**src/rtl/proc_ctrl_pkg.sv**
```systemverilog
// Shared definitions for the processor instruction sequencer:
// opcode field values, the default halt word and the FSM state encoding.
package proc_ctrl_pkg;

  localparam logic [2:0]  OP_MV  = 3'd0;
  localparam logic [2:0]  OP_MVI = 3'd1;
  localparam logic [2:0]  OP_ADD = 3'd2;
  localparam logic [2:0]  OP_SUB = 3'd3;

  localparam logic [15:0] HALT_WORD_DEF = 16'hFFFF;

  typedef enum logic [2:0] {
    S_IDLE   = 3'd0,
    S_FETCH  = 3'd1,
    S_DECODE = 3'd2,
    S_WAIT   = 3'd3,
    S_PAUSED = 3'd4,
    S_HALT   = 3'd5,
    S_ERR    = 3'd6
  } seq_state_e;

endpackage

```
**src/rtl/wdog_counter.sv**
```systemverilog
// Watchdog for a Done-style handshake. Cleared when a request is issued,
// counts each enabled waiting cycle, and flags the cycle whose increment
// would reach TIMEOUT-1 so the owner can give up on that same edge.
module wdog_counter #(
  parameter int TIMEOUT = 8
) (
  input  logic clk_i,
  input  logic rst_i,
  input  logic clr_i,
  input  logic en_i,
  output logic tc_o
);

  localparam int CW = $clog2(TIMEOUT);

  logic [CW-1:0] cnt_q;

  // Count waiting cycles; hold at TIMEOUT-1 so the count never wraps.
  always_ff @(posedge clk_i) begin
    if (rst_i || clr_i) begin
      cnt_q <= '0;
    end else if (en_i && (cnt_q != CW'(TIMEOUT - 1))) begin
      cnt_q <= cnt_q + CW'(1);
    end
  end

  assign tc_o = en_i && (cnt_q == CW'(TIMEOUT - 2));

endmodule

```
**src/rtl/proc_seq_ctrl.sv**
```systemverilog
// Instruction sequencer between a synchronous instruction ROM and proc.
// Fetches one word per instruction, issues it with a single Run pulse,
// supplies the mvi immediate during WAIT, and waits for Done. Adds halt
// detection, a Done watchdog, pause and a saturating retired counter.
module proc_seq_ctrl
  import proc_ctrl_pkg::*;
#(
  parameter int              AW        = 5,
  parameter int              DW        = 16,
  parameter int              TIMEOUT   = 8,
  parameter logic [DW-1:0]   HALT_WORD = DW'(HALT_WORD_DEF)
) (
  input  logic          Clock,
  input  logic          Reset,
  input  logic          Start,
  input  logic          Pause,
  input  logic [AW-1:0] StartAddr,
  output logic [AW-1:0] MemAddr,
  input  logic [DW-1:0] MemData,
  output logic [DW-1:0] DIN,
  output logic          Run,
  input  logic          Done,
  output logic          Busy,
  output logic          Halted,
  output logic          Error,
  output logic [AW-1:0] PC,
  output logic [15:0]   InstrCount
);

  seq_state_e    state_q, state_d;
  logic [AW-1:0] pc_q, pc_d;
  logic [AW-1:0] addr_q;
  logic          mvi_q, mvi_d;
  logic          halted_q, halted_d;
  logic          error_q, error_d;
  logic [15:0]   icnt_q, icnt_d;
  logic [AW-1:0] mem_addr;
  logic [DW-1:0] din;
  logic          run;
  logic          wd_clr, wd_en, wd_tc;
  logic          is_halt, is_mvi;

  assign is_halt = (MemData == HALT_WORD);
  assign is_mvi  = (MemData[8:6] == OP_MVI);

  wdog_counter #(
    .TIMEOUT (TIMEOUT)
  ) u_wdog (
    .clk_i (Clock),
    .rst_i (Reset),
    .clr_i (wd_clr),
    .en_i  (wd_en),
    .tc_o  (wd_tc)
  );

  // Next-state, PC update and the combinational ROM address / DIN / Run outputs.
  always_comb begin
    state_d  = state_q;
    pc_d     = pc_q;
    mvi_d    = mvi_q;
    halted_d = halted_q;
    error_d  = error_q;
    icnt_d   = icnt_q;
    mem_addr = addr_q;
    din      = '0;
    run      = 1'b0;
    wd_clr   = 1'b0;
    wd_en    = 1'b0;
    unique case (state_q)
      S_IDLE, S_HALT, S_ERR, S_PAUSED: begin
        if (Start) begin
          pc_d     = StartAddr;
          halted_d = 1'b0;
          error_d  = 1'b0;
          state_d  = S_FETCH;
        end else if ((state_q == S_PAUSED) && !Pause) begin
          state_d = S_FETCH;
        end
      end
      S_FETCH: begin
        mem_addr = pc_q;
        state_d  = S_DECODE;
      end
      S_DECODE: begin
        if (is_halt) begin
          // PC stays on the halt word so a debugger can see where it stopped.
          halted_d = 1'b1;
          state_d  = S_HALT;
        end else begin
          din      = MemData;
          run      = 1'b1;
          mem_addr = pc_q + AW'(1);
          pc_d     = pc_q + (is_mvi ? AW'(2) : AW'(1));
          mvi_d    = is_mvi;
          wd_clr   = 1'b1;
          state_d  = S_WAIT;
        end
      end
      S_WAIT: begin
        // Address is held at PC+1, so the immediate stays on MemData.
        din = mvi_q ? MemData : '0;
        if (Done) begin
          if (icnt_q != 16'hFFFF) icnt_d = icnt_q + 16'd1;
          state_d = Pause ? S_PAUSED : S_FETCH;
        end else begin
          wd_en = 1'b1;
          if (wd_tc) begin
            error_d = 1'b1;
            state_d = S_ERR;
          end
        end
      end
      default: state_d = S_IDLE;
    endcase
  end

  // Control and architectural state registers.
  always_ff @(posedge Clock) begin
    if (Reset) begin
      state_q  <= S_IDLE;
      pc_q     <= '0;
      addr_q   <= '0;
      mvi_q    <= 1'b0;
      halted_q <= 1'b0;
      error_q  <= 1'b0;
      icnt_q   <= '0;
    end else begin
      state_q  <= state_d;
      pc_q     <= pc_d;
      addr_q   <= mem_addr;
      mvi_q    <= mvi_d;
      halted_q <= halted_d;
      error_q  <= error_d;
      icnt_q   <= icnt_d;
    end
  end

  assign MemAddr    = mem_addr;
  assign DIN        = din;
  assign Run        = run;
  assign Busy       = (state_q == S_FETCH) || (state_q == S_DECODE) || (state_q == S_WAIT);
  assign Halted     = halted_q;
  assign Error      = error_q;
  assign PC         = pc_q;
  assign InstrCount = icnt_q;

endmodule

```
**config.mk**
```make
export PLATFORM = sky130hd
export DESIGN_NAME = proc_seq_ctrl
export DESIGN_NICKNAME = d
export VERILOG_FILES = /design/src/rtl/proc_ctrl_pkg.sv /design/src/rtl/wdog_counter.sv /design/src/rtl/proc_seq_ctrl.sv
export SDC_FILE = /design/constraint.sdc
export NUM_CORES = 1
export LEC_CHECK = 0
export CAP_MARGIN = 20
export CORE_MARGIN = 1.5
export CORE_UTILIZATION = 37
export CTS_CLUSTER_DIAMETER = 40
export DETAILED_ROUTE_END_ITERATION = 10
export GPL_TIMING_DRIVEN = 0
export PLACE_DENSITY = 0.61
export SLEW_MARGIN = 20
export SYNTH_ARGS = -nofsm -noshare
export SYNTH_HDL_FRONTEND = slang
export SYNTH_SLANG_ARGS = --single-unit
```
**constraint.sdc**
```tcl
create_clock -name Clock -period 2.5 [get_ports Clock]
set_input_delay 0.25 -clock Clock [delete_from_list [all_inputs] [get_ports Clock]]
set_output_delay 0.25 -clock Clock [all_outputs]
set_load 0.02 [all_outputs]
```
==> Yosys cells after proc, flatten, opt, wreduce, memory -nomap -nowiden <==
Index checks and enable logic that the tools add are counted.
W data, S select, Z words.
{ "word_totals": {"register_bits": 35, "latchBits": 0, "mem_bits_rw": 0, "romBits": 0, "inputBits": 26, "elab_cells": 74, "memories": 0} }
{ "op_classes": {"n_addsub": 4, "mul": 0, "div_mod_pow": 0, "n_lt_le_gt_ge": 0, "n_eq_ne": 18, "n_shift": 0, "n_mux": 26, "n_bitwise": 1, "n_reduce_logical": 17} }
{ "ops": {"columns": ["operator", "n"], "rows": [
  ["$mux W16", 2],
  ["$pmux W16 S2", 1],
  ["$pmux W5 S2", 2],
  ["$mux W3", 6],
  ["$add A16 B1 Y16 const B", 1],
  ["$eq A16 B16 Y1 const B", 1],
  ["$ne A16 B16 Y1 const B", 1],
  ["$mux W5", 3],
  ["$eq A3 B3 Y1 const B", 4],
  ["$pmux W3 S4", 1],
  ["$reduce_and A3 Y1", 3],
  ["$mux W1", 8],
  ["$ne A2 B2 Y1 const B", 4],
  ["$eq A3 B1 Y1 const B", 2],
  ["$eq A3 B2 Y1 const B", 2],
  ["$ne A3 B3 Y1 const B", 2],
  ["$add A5 B1 Y5 const B", 1],
  ["$add A5 B2 Y5", 1],
  ["$pmux W1 S2", 2],
  ["$reduce_and A2 Y1", 2],
  ["$reduce_and A4 Y1", 1],
  ["$reduce_bool A2 Y1", 2],
  ["$reduce_or A4 Y1", 1],
  ["$add A3 B1 Y3 const B", 1],
  ["other kinds (8)", 12]
]} }

==> Longest topological paths before layout <==
{ "depth": {"depth_word": 6, "mapped_depth": 9, "ltp_nobuf": 9} }

==> Hierarchy <==
From an unflattened synthesis, not the netlist that was laid out.
{ "unflattened": {"cells_unflattened": 272, "area_unflattened_um2": 2172.1} }
{ "modules_own_cells": {"columns": ["module", "instances", "cells_per_inst", "area_per_inst_um2", "seq_area_each_um2"], "rows": [
  ["proc_seq_ctrl", 1, 257, 1999.4, 640.6],
  ["wdog_counter", 1, 15, 172.7, 60.1]
]} }

==> Worst setup path after synthesis <==
Ideal clock, no wire load.
{ "synth_timing": {"path_type": "register -> output", "start": "reg state_q[1]", "end": "out MemAddr[0]", "arrival_time_ns": 1.822, "t_required_ns": 2.250, "path_slack_ns": 0.428, "stages_incl_launch_ff": 6, "n_path_buf": 3, "path_cell_list": "dfxtp_1 -> buf_4 -> or3b_2 -> buf_2 -> clkbuf_1 -> o21ai_0"} }
{ "synth_between": {"elab_chain_cells": 2, "word_cells_on_any_way": 3, "cone_classes": "eq/ne: 2; mux: 1"} }
{ "synth_rtl": {"columns": ["item", "line_no", "rtl"], "rows": [
  ["start, declared", "proc_seq_ctrl.sv:30", "seq_state_e state_q, state_d;"],
  ["start signal, assigned", "proc_seq_ctrl.sv:128", "state_q <= state_d;"],
  ["$eq A3 B2 Y1 / $eq A3 B1 Y1 (equally long branches)", "proc_seq_ctrl.sv:69", "unique case (state_q)"],
  ["$pmux W5 S2 *", "proc_seq_ctrl.sv:69", null],
  ["end, declared", "proc_seq_ctrl.sv:18", "output logic [AW-1:0] MemAddr,"]
]} }
Mark *: on every way between the ends. The rest lies on a longest branch, timed or not.

==> Final worst setup path <==
{ "layout_timing": {"start": "in MemData[2]", "end": "out MemAddr[1]"} }
{ "layout_between": {"elab_chain_cells": 3} }
{ "layout_rtl": {"columns": ["item", "line_no", "rtl"], "rows": [
  ["start, declared", "proc_seq_ctrl.sv:19", "input logic [DW-1:0] MemData,"],
  ["$eq A16 B16 Y1", "proc_seq_ctrl.sv:43", "assign is_halt = (MemData == HALT_WORD);"],
  ["$mux W5", "proc_seq_ctrl.sv:85", "if (is_halt) begin"],
  ["$pmux W5 S2", "proc_seq_ctrl.sv:69", null]
]} }
Every way passes these cells.

==> impl_results.html <==
<table>
<tr><th>Metric</th><th>Value</th></tr>
<tr><th colspan="2">Worst setup path</th></tr>
<tr><td>Reg-to-reg endpoint</td><td>InstrCount[0]$_SDFFE_PP0P_</td></tr>
<tr><td>Largest fanout on the critical path</td><td>5</td></tr>
<tr><td>Critical path class</td><td>in -&gt; out</td></tr>
<tr><td>Kind of end point of the critical path</td><td>output pin</td></tr>
<tr><td>Crit path launch type</td><td>input port</td></tr>
<tr><td>Slack of the worst reg-to-reg path</td><td>0.35 ns</td></tr>
<tr><td>Path depth of the worst reg2reg path</td><td>4</td></tr>
<tr><td>Worst endpoint required time</td><td>2.25 ns</td></tr>
<tr><td>Crit Reg-Reg Startpoint</td><td>InstrCount[7]$_SDFFE_PP0P_</td></tr>
<tr><td>Critical Path AT</td><td>2.19 ns</td></tr>
<tr><th colspan="2">Synth</th></tr>
<tr><td>Synth cell count leaders</td><td>35 x dfxtp_1, 23 x nand2_1, 18 x nor3b_1</td></tr>
<tr><td>Share of flip-flops with an asynchronous set or reset</td><td>0</td></tr>
<tr><td>Leading area contributor after synthesis</td><td>dfxtp_1</td></tr>
<tr><td>Most used flip-flop cell after synthesis</td><td>dfxtp_1</td></tr>
<tr><td>Post-synthesis instance area</td><td>2400 µm²</td></tr>
<tr><td>Portion of the post-synthesis area used by sequential elements</td><td>0.292</td></tr>
<tr><td>Dominant cell by count in the synthesized netlist</td><td>dfxtp_1</td></tr>
<tr><td>Total of warnings raised by yosys</td><td>0</td></tr>
<tr><td>Largest cells by area after synthesis</td><td>dfxtp_1 29%, nor3b_1 5.6%, ha_1 3.7%</td></tr>
<tr><td>Synthesized instance count</td><td>288</td></tr>
<tr><td>Count of state elements after synthesis</td><td>35</td></tr>
<tr><td>EDFF count, synth</td><td>0</td></tr>
<tr><td>Yosys cell types</td><td>61</td></tr>
<tr><td>Fraction of synthesized cell area taken by the top area cell type</td><td>0.292</td></tr>
<tr><td>Syn Nets</td><td>322</td></tr>
<tr><td>Syn Area/Cell</td><td>8.32 µm²</td></tr>
<tr><th colspan="2">Layout</th></tr>
<tr><td>Non-filler instance count after layout</td><td>452</td></tr>
<tr><td>FF+latch area</td><td>702 µm²</td></tr>
<tr><td>Nets</td><td>408</td></tr>
<tr><td>Fill cells</td><td>648</td></tr>
<tr><td>Area occupied by multi-input gates</td><td>1550 µm²</td></tr>
<tr><td>Number of diodes added for antenna fixing</td><td>0</td></tr>
<tr><td>Post-layout utilization of the core</td><td>0.517</td></tr>
<tr><td>Layout overhead on the synthesized area</td><td>36.3%</td></tr>
<tr><td>Share of layout cells above drive strength 1</td><td>0.179</td></tr>
<tr><th colspan="2">STA</th></tr>
<tr><td>Worst-margin pin slew</td><td>0.874 ns</td></tr>
<tr><td>Max frequency</td><td>410 MHz</td></tr>
<tr><td>Min Clock Period, post-route</td><td>2.44 ns</td></tr>
<tr><td>Final clock period utilization by the worst path</td><td>0.977</td></tr>
<tr><td>Worst hold slack</td><td>0.502 ns</td></tr>
<tr><td>Headroom to the max-slew limit</td><td>0.413</td></tr>
<tr><td>Number of hold violations in the final report</td><td>0</td></tr>
<tr><td>Fin Clk Skew</td><td>0.0103 ns</td></tr>
<tr><td>Max Slew Vio Count</td><td>0</td></tr>
<tr><td>Setup violations, final</td><td>0</td></tr>
<tr><th colspan="2">Min path</th></tr>
<tr><td>Hold worst-path end</td><td>InstrCount[14]$_SDFFE_PP0P_</td></tr>
<tr><td>Type of the tightest min-delay check</td><td>reg -&gt; reg</td></tr>
<tr><td>Launch point of the worst hold path</td><td>InstrCount[14]$_SDFFE_PP0P_</td></tr>
<tr><td>Hold path cells</td><td>2</td></tr>
<tr><th colspan="2">Routing</th></tr>
<tr><td>DRC marker count from the first detailed-route iteration</td><td>86</td></tr>
<tr><td>Final antenna-violating net count</td><td>0</td></tr>
<tr><td>Routed wire per std cell</td><td>15.6 µm</td></tr>
<tr><td>Post-DR vias/cell</td><td>5.60</td></tr>
<tr><td>Vias</td><td>2531</td></tr>
<tr><td>Detailed-router iteration count before antenna repair</td><td>4</td></tr>
<tr><td>Detailed Route WL</td><td>7040 µm</td></tr>
<tr><td>Count of unresolved DRC violations after routing</td><td>0</td></tr>
<tr><th colspan="2">Placed design</th></tr>
<tr><td>Number of buffers added on ports</td><td>71</td></tr>
<tr><td>Final GP Congestion</td><td>0.795</td></tr>
<tr><td>Post-DP HPWL</td><td>4990 µm</td></tr>
<tr><td>Number of instances in the placed design</td><td>436</td></tr>
<tr><th colspan="2">Global routing</th></tr>
<tr><td>Tot GR Track Use</td><td>0.200</td></tr>
<tr><td>Pin count of the biggest net entering global routing</td><td>12</td></tr>
<tr><td>Via count of the first global-routing pass</td><td>2352</td></tr>
<tr><td>Overflow left after global routing</td><td>0</td></tr>
<tr><td>Global-route wire length before repair</td><td>11500 µm</td></tr>
<tr><td>Number of antenna violations at the first check in global routing</td><td>0</td></tr>
<tr><th colspan="2">Clock network</th></tr>
<tr><td>Later-pin clock latency in the skew report</td><td>0.29 ns</td></tr>
<tr><td>H-tree levels</td><td>2</td></tr>
<tr><td>Clock tree from TritonCTS</td><td>built</td></tr>
<tr><td>CTS buffer count</td><td>5</td></tr>
<tr><td>Master cell of the clock root buffer</td><td>clkbuf_8</td></tr>
<tr><td>Hold Buf Count CTS</td><td>0</td></tr>
<tr><td>Buffer depth of the longest clock path</td><td>2</td></tr>
<tr><td>Clock sinks</td><td>35</td></tr>
<tr><td>Clock transition at the register clock pins on the worst setup and hold paths after CTS</td><td>0.08 ns</td></tr>
<tr><th colspan="2">Power and ir drop</th></tr>
<tr><td>Worst VDD drop</td><td>0.274 mV</td></tr>
<tr><td>Leakage power figure</td><td>0.00124 µW</td></tr>
<tr><td>Power per cell area</td><td>544 nW/µm²</td></tr>
<tr><th colspan="2">Floorplanning</th></tr>
<tr><td>Std-Cell Rows</td><td>29</td></tr>
<tr><td>Width of the chip</td><td>83.5 µm</td></tr>
<tr><td>Ports</td><td>72</td></tr>
<tr><td>Area of the die</td><td>6970 µm²</td></tr>
<tr><td>Floorplan core area</td><td>6310 µm²</td></tr>
<tr><td>Overall die height</td><td>83.5 µm</td></tr>
<tr><td>Initial cell density of the core</td><td>0.380</td></tr>
<tr><th colspan="2">Outcome</th></tr>
<tr><td>Outcome</td><td>finished, final reports clean</td></tr>
<tr><th colspan="2">Flow run</th></tr>
<tr><td>Max cap viols</td><td>0</td></tr>
</table>
## cell usage in the layout, fill, tap and decap left out, drive strengths merged, types with 6 or more instances in the layout
cell type,n
clkdlybuf4s50,49
dfxtp,35
buf,32
clkbuf,25
nand2,23
nor3b,18
a21oi,16
nor2,15
inv,12
o21ai,12
nor3,11
nor2b,9
mux2i,8
nand3,7
ha,7
nand4,7
a22oi,7
or4,6
mux2,6
nor4,6
## where the power goes
group / internal (µW) / switching (µW) / leakage [µW]
registers: 598 / 42.2 / 0.000284
logic: 294 / 423 / 0.000919
clock network: 195 / 223 / 0.0000412
total: 1090 / 688 / 0.00124
## repair_timing
action                                  4_1_cts  5_1_grt
pin swaps                                     2        2
resized for setup                            94       20
setup buffers                                 2        6
endpoints found under the setup margin       23       23
## layout make-up
class | instances | share of cell area
timing repair buffer | 79 | 0.205
buffer | 22 | 0.0368
clock buffer | 6 | 0.0222
clock inverter | 2 | 0.00383
sequential | 35 | 0.215
tap | 77 | 0.0295
inverter | 12 | 0.0138
multi-input combinational | 219 | 0.474
## flip-flops by register name, indices dropped and copies added, names as in the netlist
signal / flops
Error: 1
Halted: 1
InstrCount: 16
PC: 5
addr_q: 5
mvi_q: 1
state_q: 3
u_wdog.cnt_q: 3
## stage by stage
step | area (µm²) | TNS, ns | total power, µW | setup slack, ns
6_report | 3270 | 0 | 1780 | 0.0587
5_1_grt | 3270 | -0.223 | 1880 | -0.0409
4_1_cts | 3260 | -0.386 | 1780 | -0.0726
3_5_place_dp | 3200 | -10.39 | 1370 | -0.620
3_3_place_gp | 3200 | -9.69 | 1360 | -0.587
2_1_floorplan | 2400 | 0 | 1100 | 0.428
## cell families after synthesis
logic type / after synthesis / share of synthesized area
and+or+nand+nor: 118 / 0.300
AOI/OAI and AO/OA: 75 / 0.224
DFF: 35 / 0.292
buffers and inverters: 34 / 0.0627
muxes: 14 / 0.0616
adders and majority gates: 8 / 0.0449
xor gates and xnor gates: 4 / 0.0146
## routing by layer
layer	GRT usage	part of all wire	up-vias	wire [µm]
li1	-	-	1273	-
met1	0.282	0.50	1201	3540
met2	0.314	0.45	51	3200
met3	0.0376	0.035	6	249
met4	0.0581	0.0072	0	51
met5	0	0	-	0
## worst max-delay path, stage by stage
cell	delay, ns
clkdlybuf4s50_1	0.47
nand4_1	0.14
buf_4	0.16
buf_4	0.13
nor4_4	0.29
buf_4	0.21
mux2i_1	0.26
o21ai_1	0.10
buf_2	0.17
## worst max-delay path by stage
stage / start / end / cells past startpoint
after detailed placement: MemData[5] / DIN[14] / 8
after global placement: MemData[6] / DIN[14] / 8
after global routing: MemData[5] / MemAddr[0] / 9
final: MemData[2] / MemAddr[1] / 9
after CTS: MemData[6] / DIN[14] / 8
after floorplan: state_q[1]$_SDFFE_PP0P_ / MemAddr[0] / 5
Note: power is estimated with default switching activity, not from simulation.
